<file path="config.mk">
export PLATFORM = sky130hd
export DESIGN_NAME = dphy_lane_aligner
export DESIGN_NICKNAME = d
export VERILOG_FILES = /design/src/rtl/dphy_pkg.sv /design/src/rtl/dphy_sync_match.sv /design/src/rtl/dphy_lane_aligner.sv
export SDC_FILE = /design/constraint.sdc
export NUM_CORES = 1
export LEC_CHECK = 0
export CAP_MARGIN = 20
export CORE_UTILIZATION = 49
export CTS_CLUSTER_SIZE = 14
export DETAILED_ROUTE_END_ITERATION = 10
export GPL_ROUTABILITY_DRIVEN = 0
export GPL_TIMING_DRIVEN = 0
export PLACE_DENSITY = 0.7
export SKIP_CTS_REPAIR_TIMING = 1
export SYNTH_ARGS = -nofsm -noshare
export SYNTH_HDL_FRONTEND = slang
export SYNTH_SLANG_ARGS = --single-unit
</file>
<file path="constraint.sdc">
create_clock -name dphy_clk -period 1.71 [get_ports dphy_clk]
set_clock_uncertainty 0.1 [all_clocks]
set_input_delay 0.342 -clock dphy_clk [delete_from_list [all_inputs] [get_ports dphy_clk]]
set_output_delay 0.342 -clock dphy_clk [all_outputs]
set_load 0.005 [all_outputs]
</file>
<file path="src/rtl/dphy_pkg.sv">
// Shared constants and state encoding for the D-PHY lane aligner.
package dphy_pkg;

    localparam logic [7:0] SYNC_BYTE = 8'hB8;

    typedef enum logic [2:0] {
        IDLE,
        SETTLE,
        HUNT,
        LOCKED,
        FAIL
    } align_state_t;

endpackage

</file>
<file path="src/rtl/dphy_sync_match.sv">
// Combinational sync-byte comparator for one candidate alignment.
// Define DPHY_ALIGN_SYNC_TOL_EN to also accept candidates one bit away from the sync byte.
module dphy_sync_match
    import dphy_pkg::*;
(
    input  logic [7:0] candidate,
    output logic       match
);

`ifdef DPHY_ALIGN_SYNC_TOL_EN
    logic [7:0] diff;

    // Zero or one differing bit: clearing the lowest set bit leaves nothing.
    assign diff  = candidate ^ SYNC_BYTE;
    assign match = ((diff & (diff - 8'd1)) == 8'd0);
`else
    assign match = (candidate == SYNC_BYTE);
`endif

endmodule

</file>
<file path="src/rtl/dphy_lane_aligner.sv">
// Per-lane D-PHY HS byte aligner: finds the sync byte at either bit phase of the 2-bit DDR stream.
// Sync tolerance is selected by DPHY_ALIGN_SYNC_TOL_EN inside dphy_sync_match.
module dphy_lane_aligner
    import dphy_pkg::*;
#(
    parameter int SETTLE_CYCLES  = 4,
    parameter int TIMEOUT_CYCLES = 64
) (
    input  logic       dphy_clk,
    input  logic       areset,
    input  logic [1:0] din,
    input  logic       hs_enable,
    output logic [7:0] byte_out,
    output logic       byte_valid,
    output logic       sync_found,
    output logic       aligned,
    output logic       phase,
    output logic       sync_err
);

    localparam int SW = (SETTLE_CYCLES > 1) ? $clog2(SETTLE_CYCLES) : 1;
    localparam int TW = (TIMEOUT_CYCLES > 1) ? $clog2(TIMEOUT_CYCLES) : 1;
    localparam logic [SW-1:0] SETTLE_LAST = SW'(SETTLE_CYCLES - 1);
    localparam logic [TW-1:0] HUNT_LAST   = TW'(TIMEOUT_CYCLES - 1);

    align_state_t  state_reg, state_next;
    logic [8:0]    sr_reg;
    logic [SW-1:0] settle_cnt_reg, settle_cnt_next;
    logic [TW-1:0] hunt_cnt_reg, hunt_cnt_next;
    logic [1:0]    byte_cnt_reg, byte_cnt_next;
    logic [7:0]    byte_out_reg, byte_out_next;
    logic          byte_valid_reg, byte_valid_next;
    logic          sync_found_reg, sync_found_next;
    logic          aligned_reg, aligned_next;
    logic          phase_reg, phase_next;
    logic          sync_err_reg, sync_err_next;

    // Index 0 is the even alignment (ends on din[1]), index 1 the odd one (ends on din[0]).
    logic [7:0] cand [2];
    logic [1:0] match;

    assign cand[0] = sr_reg[8:1];
    assign cand[1] = sr_reg[7:0];

    genvar gi;
    generate
        for (gi = 0; gi < 2; gi++) begin : g_match
            dphy_sync_match u_match (
                .candidate (cand[gi]),
                .match     (match[gi])
            );
        end
    endgenerate

    always_ff @(posedge dphy_clk or posedge areset) begin
        if (areset) begin
            state_reg      <= IDLE;
            sr_reg         <= '0;
            settle_cnt_reg <= '0;
            hunt_cnt_reg   <= '0;
            byte_cnt_reg   <= '0;
            byte_out_reg   <= '0;
            byte_valid_reg <= 1'b0;
            sync_found_reg <= 1'b0;
            aligned_reg    <= 1'b0;
            phase_reg      <= 1'b0;
            sync_err_reg   <= 1'b0;
        end else begin
            state_reg      <= state_next;
            sr_reg         <= {din[1], din[0], sr_reg[8:2]};
            settle_cnt_reg <= settle_cnt_next;
            hunt_cnt_reg   <= hunt_cnt_next;
            byte_cnt_reg   <= byte_cnt_next;
            byte_out_reg   <= byte_out_next;
            byte_valid_reg <= byte_valid_next;
            sync_found_reg <= sync_found_next;
            aligned_reg    <= aligned_next;
            phase_reg      <= phase_next;
            sync_err_reg   <= sync_err_next;
        end
    end

    // Dropping hs_enable overrides every other transition.
    always_comb begin
        state_next = state_reg;
        if (!hs_enable) begin
            state_next = IDLE;
        end else begin
            case (state_reg)
                IDLE:    state_next = SETTLE;
                SETTLE:  if (settle_cnt_reg == SETTLE_LAST) state_next = HUNT;
                HUNT: begin
                    if (|match)                         state_next = LOCKED;
                    else if (hunt_cnt_reg == HUNT_LAST) state_next = FAIL;
                end
                LOCKED:  state_next = LOCKED;
                FAIL:    state_next = FAIL;
                default: state_next = IDLE;
            endcase
        end
    end

    always_comb begin
        settle_cnt_next = '0;
        hunt_cnt_next   = '0;
        byte_cnt_next   = '0;
        byte_out_next   = byte_out_reg;
        byte_valid_next = 1'b0;
        sync_found_next = 1'b0;
        sync_err_next   = 1'b0;
        phase_next      = phase_reg;
        aligned_next    = (state_next == LOCKED);
        if (!hs_enable) begin
            phase_next = 1'b0;
        end else begin
            case (state_reg)
                SETTLE: settle_cnt_next = settle_cnt_reg + 1'b1;
                HUNT: begin
                    hunt_cnt_next = (hunt_cnt_reg == HUNT_LAST) ? hunt_cnt_reg : hunt_cnt_reg + 1'b1;
                    if (|match) begin
                        // Even alignment wins when both candidates match.
                        phase_next      = ~match[0];
                        byte_out_next   = SYNC_BYTE;
                        byte_valid_next = 1'b1;
                        sync_found_next = 1'b1;
                    end else if (hunt_cnt_reg == HUNT_LAST) begin
                        sync_err_next = 1'b1;
                    end
                end
                LOCKED: begin
                    byte_cnt_next = byte_cnt_reg + 1'b1;
                    if (byte_cnt_reg == 2'd3) begin
                        byte_out_next   = cand[phase_reg];
                        byte_valid_next = 1'b1;
                    end
                end
                default: ;
            endcase
        end
    end

    assign byte_out   = byte_out_reg;
    assign byte_valid = byte_valid_reg;
    assign sync_found = sync_found_reg;
    assign aligned    = aligned_reg;
    assign phase      = phase_reg;
    assign sync_err   = sync_err_reg;

endmodule

</file>
### After elaboration in Yosys (flattened, before gate mapping)

Index checks and enable logic that the tools add are counted.
W data, S select, Z words.

| storage, ports and cells | value |
|---|---|
| logic and storage cells | 68 |
| bits in registers | 35 |
| output and inout bits | 13 |
| input bits | 5 |

| cells by class | value |
|---|---|
| order comparisons | 1 |
| mux-type cells | 31 |
| add/sub/neg operators | 3 |
| bitwise logic cells | 2 |
| eq/ne operators | 15 |
| reduce and logical (&&, ||, !) cells | 5 |

Operators with widths:

| cell | count |
|---|---|
| $mux W8 | 5 |
| $mux W6 | 3 |
| $eq A8 B8 Y1 const B | 2 |
| $pmux W8 S2 | 1 |
| $pmux W3 S5 | 1 |
| $mux W1 | 12 |
| $mux W3 | 4 |
| $eq A3 B2 Y1 const B | 3 |
| $mux W2 | 4 |
| $add A6 B1 Y6 const B | 1 |
| $eq A6 B6 Y1 const B | 1 |
| $add A2 B1 Y2 const B | 2 |
| $eq A2 B2 Y1 const B | 2 |
| $ne A2 B1 Y1 const B | 2 |
| $ne A2 B2 Y1 const B | 2 |
| $reduce_and A4 Y1 | 1 |
| $eq A3 B1 Y1 const B | 1 |
| $eq A3 B3 Y1 const B | 1 |
| $logic_not A3 Y1 | 1 |
| $ne A3 B3 Y1 const B | 1 |
| $ge A2 B2 Y1 const B | 1 |
| $not A1 Y2 | 1 |
| $pmux W1 S2 | 1 |
| $reduce_and A2 Y1 | 1 |
| other kinds (3) | 3 |

### Longest topological paths before layout

| logic depth | value |
|---|---|
| depth in word-level cells | 6 |
| gate-level depth with buffers | 6 |
| gate-level depth less buffers | 4 |

### Cells and area by module

Synthesis repeated with hierarchy kept, for this count alone.

| second synthesis, totals | value |
|---|---|
| cell total of the unflattened synthesis | 118 |
| area total of the unflattened synthesis | 1536.5 µm² |

By module, submodules not included:

| module | instances | cells an instance | area each (µm²) |
|---|---|---|---|
| dphy_lane_aligner | 1 | 112 | 1481.4 |
| dphy_sync_match | 2 | 3 | 27.5 |

### Worst setup path after synthesis

OpenSTA, ideal clock, no wires.

| timing path | value |
|---|---|
| kind | register to register |
| start | register sr_reg[7] |
| end | register byte_out_reg[0] (netlist: byte_out[0]) |
| path buffers | 1 |
| stages on the path, launching flop included | 6 |
| library setup time | 0.125 ns |
| path slack | 0.059 ns |
| arrival time | 1.426 ns |
| required time | 1.485 ns |
| path through | dfrtp_1 and4bb_4 o211a_1 o21a_1 buf_6 mux2_4 |

| on the way | value |
|---|---|
| longest elaborated chain between the ends | 4 |
| elaborated cells on any way between the ends | 5 |
| classes of those cells | eq/ne: 3; reduce/logical: 2 |

RTL lines:

| what | RTL line | source |
|---|---|---|
| start: declaration | dphy_lane_aligner.sv:27 | `logic [8:0] sr_reg;` |
| start signal: assignment | dphy_lane_aligner.sv:70 | `sr_reg <= {din[1], din[0], sr_reg[8:2]};` |
| $eq A8 B8 Y1 | dphy_sync_match.sv:17 | `assign match = (candidate == SYNC_BYTE);` |
| $reduce_or A2 Y1 (*) | dphy_lane_aligner.sv:120 | `if (\|match) begin` |
| $ne A2 B2 Y1 (no line) (*) | n/a |  |
| $reduce_and A4 Y1 (no line) (*) | n/a |  |
| end signal: assignment | dphy_lane_aligner.sv:74 | `byte_out_reg <= byte_out_next;` |
| end: declaration | dphy_lane_aligner.sv:31 | `logic [7:0] byte_out_reg, byte_out_next;` |

Mark *: on every way between the ends. The rest lies on a longest branch, timed or not.
A chain may end at the register's enable or synchronous reset.

### Worst setup path in the final report

| timing path | value |
|---|---|
| start | register sr_reg[3] |
| end | register byte_out_reg[5] (netlist: byte_out[5]) |

The elaborated chain is that of the path after synthesis.

==> results.md <==
GRT:
- The via count of the first global-routing pass is 1034.
- The all-layer global routing usage is a little under a fifth.
- The number of antenna violations at the first check in global routing is 0.
- The first global-routing pass estimated 4.55 mm of wire.
- Entering global routing, the biggest net connects 22 pins.
- Summed over all layers, the global routing overflow is 0.

Cells and area:
- The area overhead of the layout relative to synthesis is 24.7%.
- The post-route netlist has 20.8% of its cells at a drive strength greater than 1.
- The number of nets in the layout is 162.
- Across the whole layout, storage elements account for just under 900 µm².
- The count of inserted antenna diode cells is 0.
- The number of flip-flops under the largest register name is 9.
- The footprint of the multi-input gates is 609 µm².
- The count of cells in the finished layout, fillers not included, comes to 185.
- After filler insertion, the fill cell instance count of the layout stands at roughly 220.

Floorplan:
- The I/O pin count is 18.
- The chip width is approximately 58 µm.
- The core region is 0.00283 mm².
- The number of rows created at floorplan is 19.
- The die is roughly 58 µm tall.
- The die covers 0.00331 mm².
- The starting density of the core is roughly 53%.

Synth:
- In the synthesized netlist the async set-or-reset flop fraction comes to 100%.
- The number of distinct library cells after synthesis is 33.
- The count of yosys warnings during synthesis is 0.
- The most used flip-flop cell after synthesis is dfrtp_1.
- Synthesis inferred 35 register bits.
- After synthesis, flip-flops and latches occupy between 50 and 60% of the total area.
- The number of nets produced by synthesis is between 100 and 150.
- Summing every instance area after synthesis gives 0.00151 mm².
- The mean instance size in the synthesized netlist is 12.6 µm².
- The count of flip-flops with a built-in enable after synthesis is 0.
- Ranked by total cell area, the synthesized netlist is headed by dfrtp_1 (58%), mux2_4 (7.0%), mux2i_1 (6.0%).
- The cell count after synthesis came out at 120.
- The cell taking the most area after synthesis is dfrtp_1.
- The top cell type by area accounts for 58.0% of the synthesized area.

Flow run:
- The tool flagged a number of max-cap violations equal to 0.

CTS:
- The cell at the root of the clock tree is clkbuf_4.
- The number of buffers created by CTS is 5.
- The CTS tree is done.
- The maximum count of clock buffers along a single path is 2.
- The number of sinks handled by clock tree synthesis is 35.
- In this run the number of H-tree levels came out at 2.
- The clock insertion delay at the later pin of the skew report is 0.33 ns.
- After clock tree synthesis, the clock-pin slew on the worst setup and hold paths is 0.10 ns.

Routing:
- The iteration-0 DRC count of the detailed router is 56.
- The number of iterations in the first detailed-routing pass is 7.
- The total routed wirelength is ~2.7 mm.
- The number of nets with antenna violations after routing is 0.
- For this run, design rule violations remaining after detail routing come to 3.
- After detailed routing, the average wire length per cell comes to 14.6 µm.
- Detailed routing inserted a total of 1051 vias.
- In the routed layout, each cell is associated on average with a via count of 5.68.

STA:
- Setup slack on the critical path of the routed design comes to -0.0147 ns.
- Headroom to the max-slew limit came out at 56.5%.
- The number of max-slew violations in the final report is 0.
- Static timing analysis puts the maximum clock frequency at 580 MHz.
- Setup repair after global routing could not meet its margin everywhere.
- The final worst hold slack is 0.302 ns.
- Setup violations remaining at the end of the flow were counted as 8.
- The slew at the pin with the worst max-slew slack is 0.652 ns.
- After layout, the worst path uses 101% of the clock period.
- The routed design could run at a clock period as short as 1.72 ns.
- The total count of hold-check failures in the final report came to 0.

Critical path:
- The terminus of the critical flop-to-flop path is byte_out[5].
- The type of element launching the critical path is a flop.
- The worst setup path is captured at a flop.
- The flop-to-flop setup slack is -0.01 ns.
- The worst register-to-register path has a depth of 5.
- The data arrival time of the worst path is approximately 1.8 ns.
- The critical path in this run is classified as reg2reg.
- STA puts the critical path data required time at 1.83 ns.
- Along the worst path, the maximum fanout reaches 8.
- The startpoint of the worst-slack reg-to-reg timing path is sr_reg[3].

Pwr:
- For this design the ratio of total power to cell area is around 730 mW/mm².
- The peak supply drop is approximately 0.42 mV.
- The leakage power is just under 0.9 nW.

Hold path:
- The path class of the tightest hold or removal check is in2async.

Status:
- The final reports fail on DRC, setup timing.
- The run finished, with violations left.

Placed design:
- Port buffering added 17 buffers.
- The count of placed standard cells including taps is 169.
- The post-detailed-placement half-perimeter wirelength is about 1.9 mm.
-- cells in the final DEF, fill, tap and decap left out, drive strengths merged, types with 4 or more instances in the layout --
cell type,count
mux2i,9
and3,4
dfrtp,35
nand2,6
nor2,11
clkbuf,6
o21ai,6
mux2,7
clkdlybuf4s50,17
a31oi,6
buf,13
-- per-stage QoR --
stage / setup TNS (ns) / worst slack (ns) / instance area, µm² / util, % / total power [mW]
3_3_place_gp: -9.33 / -0.239 / 1720 / 60.8 / 0.922
4_1_cts: -0.779 / -0.117 / 1800 / 63.7 / 1.38
3_5_place_dp: -1.64 / -0.235 / 1750 / 61.7 / 0.933
5_1_grt: -0.601 / -0.0863 / 1880 / 66.6 / 1.44
2_1_floorplan: 0 / 0.0589 / 1510 / - / 0.901
6_report: -0.0830 / -0.0147 / 1880 / 66.6 / 1.38
-- worst max-delay path by stage --
stage,startpoint,to,cells past startpoint
2_1_floorplan,sr_reg[7],byte_out[0],5
3_3_place_gp,hs_enable,byte_out[5],5
3_5_place_dp,hs_enable,byte_out[6],5
4_1_cts,state_reg[1],byte_out[4],5
5_1_grt,sr_reg[3],byte_out[5],5
6_report,sr_reg[3],byte_out[5],5
-- area by class of cell --
cell class / instances / area share [%]
plain buffers: 3 / 1.13
repair buffers: 27 / 14.1
well taps: 31 / 2.06
flip-flops and latches: 35 / 46.6
multi-input cells: 79 / 32.4
clock inverters: 1 / 0.266
inverters: 3 / 0.797
clock buffers: 6 / 2.72
-- cell families after synthesis --
family                     share of synthesized area, %
muxes                                              12.9
AOI/OAI and AO/OA                                  8.29
adders and majority gates                          2.49
buffers and inverters                              2.15
DFF                                                58.0
xor gates and xnor gates                          0.580
and+or+nand+nor                                    15.6
-- metal layers --
metal	part of all wire [%]	global-route usage, %	up-vias	routed length (µm)
met3	3.8	4.76	7	104
li1	-	-	506	-
met5	0	0	-	0
met4	1.9	7.32	0	52
met2	48	30.2	30	1300
met1	46	23.6	508	1250
-- critical path, cell delays in order (launching register included) --
cell and delay (ns):
dfrtp_1 0.42, and4bb_1 0.25, o211a_1 0.22, o21a_1 0.18, buf_6 0.15, mux2_4 0.29
-- cell usage after synthesis (3+ instances only) --
library cell,count
mux2i_1,9
dfrtp_1,35
ha_1,3
nand2_1,6
nand3_1,3
mux2_4,7
a31oi_1,6
o21ai_0,6
and2_1,3
nor2_1,11
and3_1,4
-- report_power, final --
group | total, mW | internal (mW) | switching, mW
logic | 0.0765 | 0.0381 | 0.0383
clock network | 0.453 | 0.190 | 0.262
registers | 0.853 | 0.842 | 0.0116
Note: power is estimated with default switching activity, not from simulation.
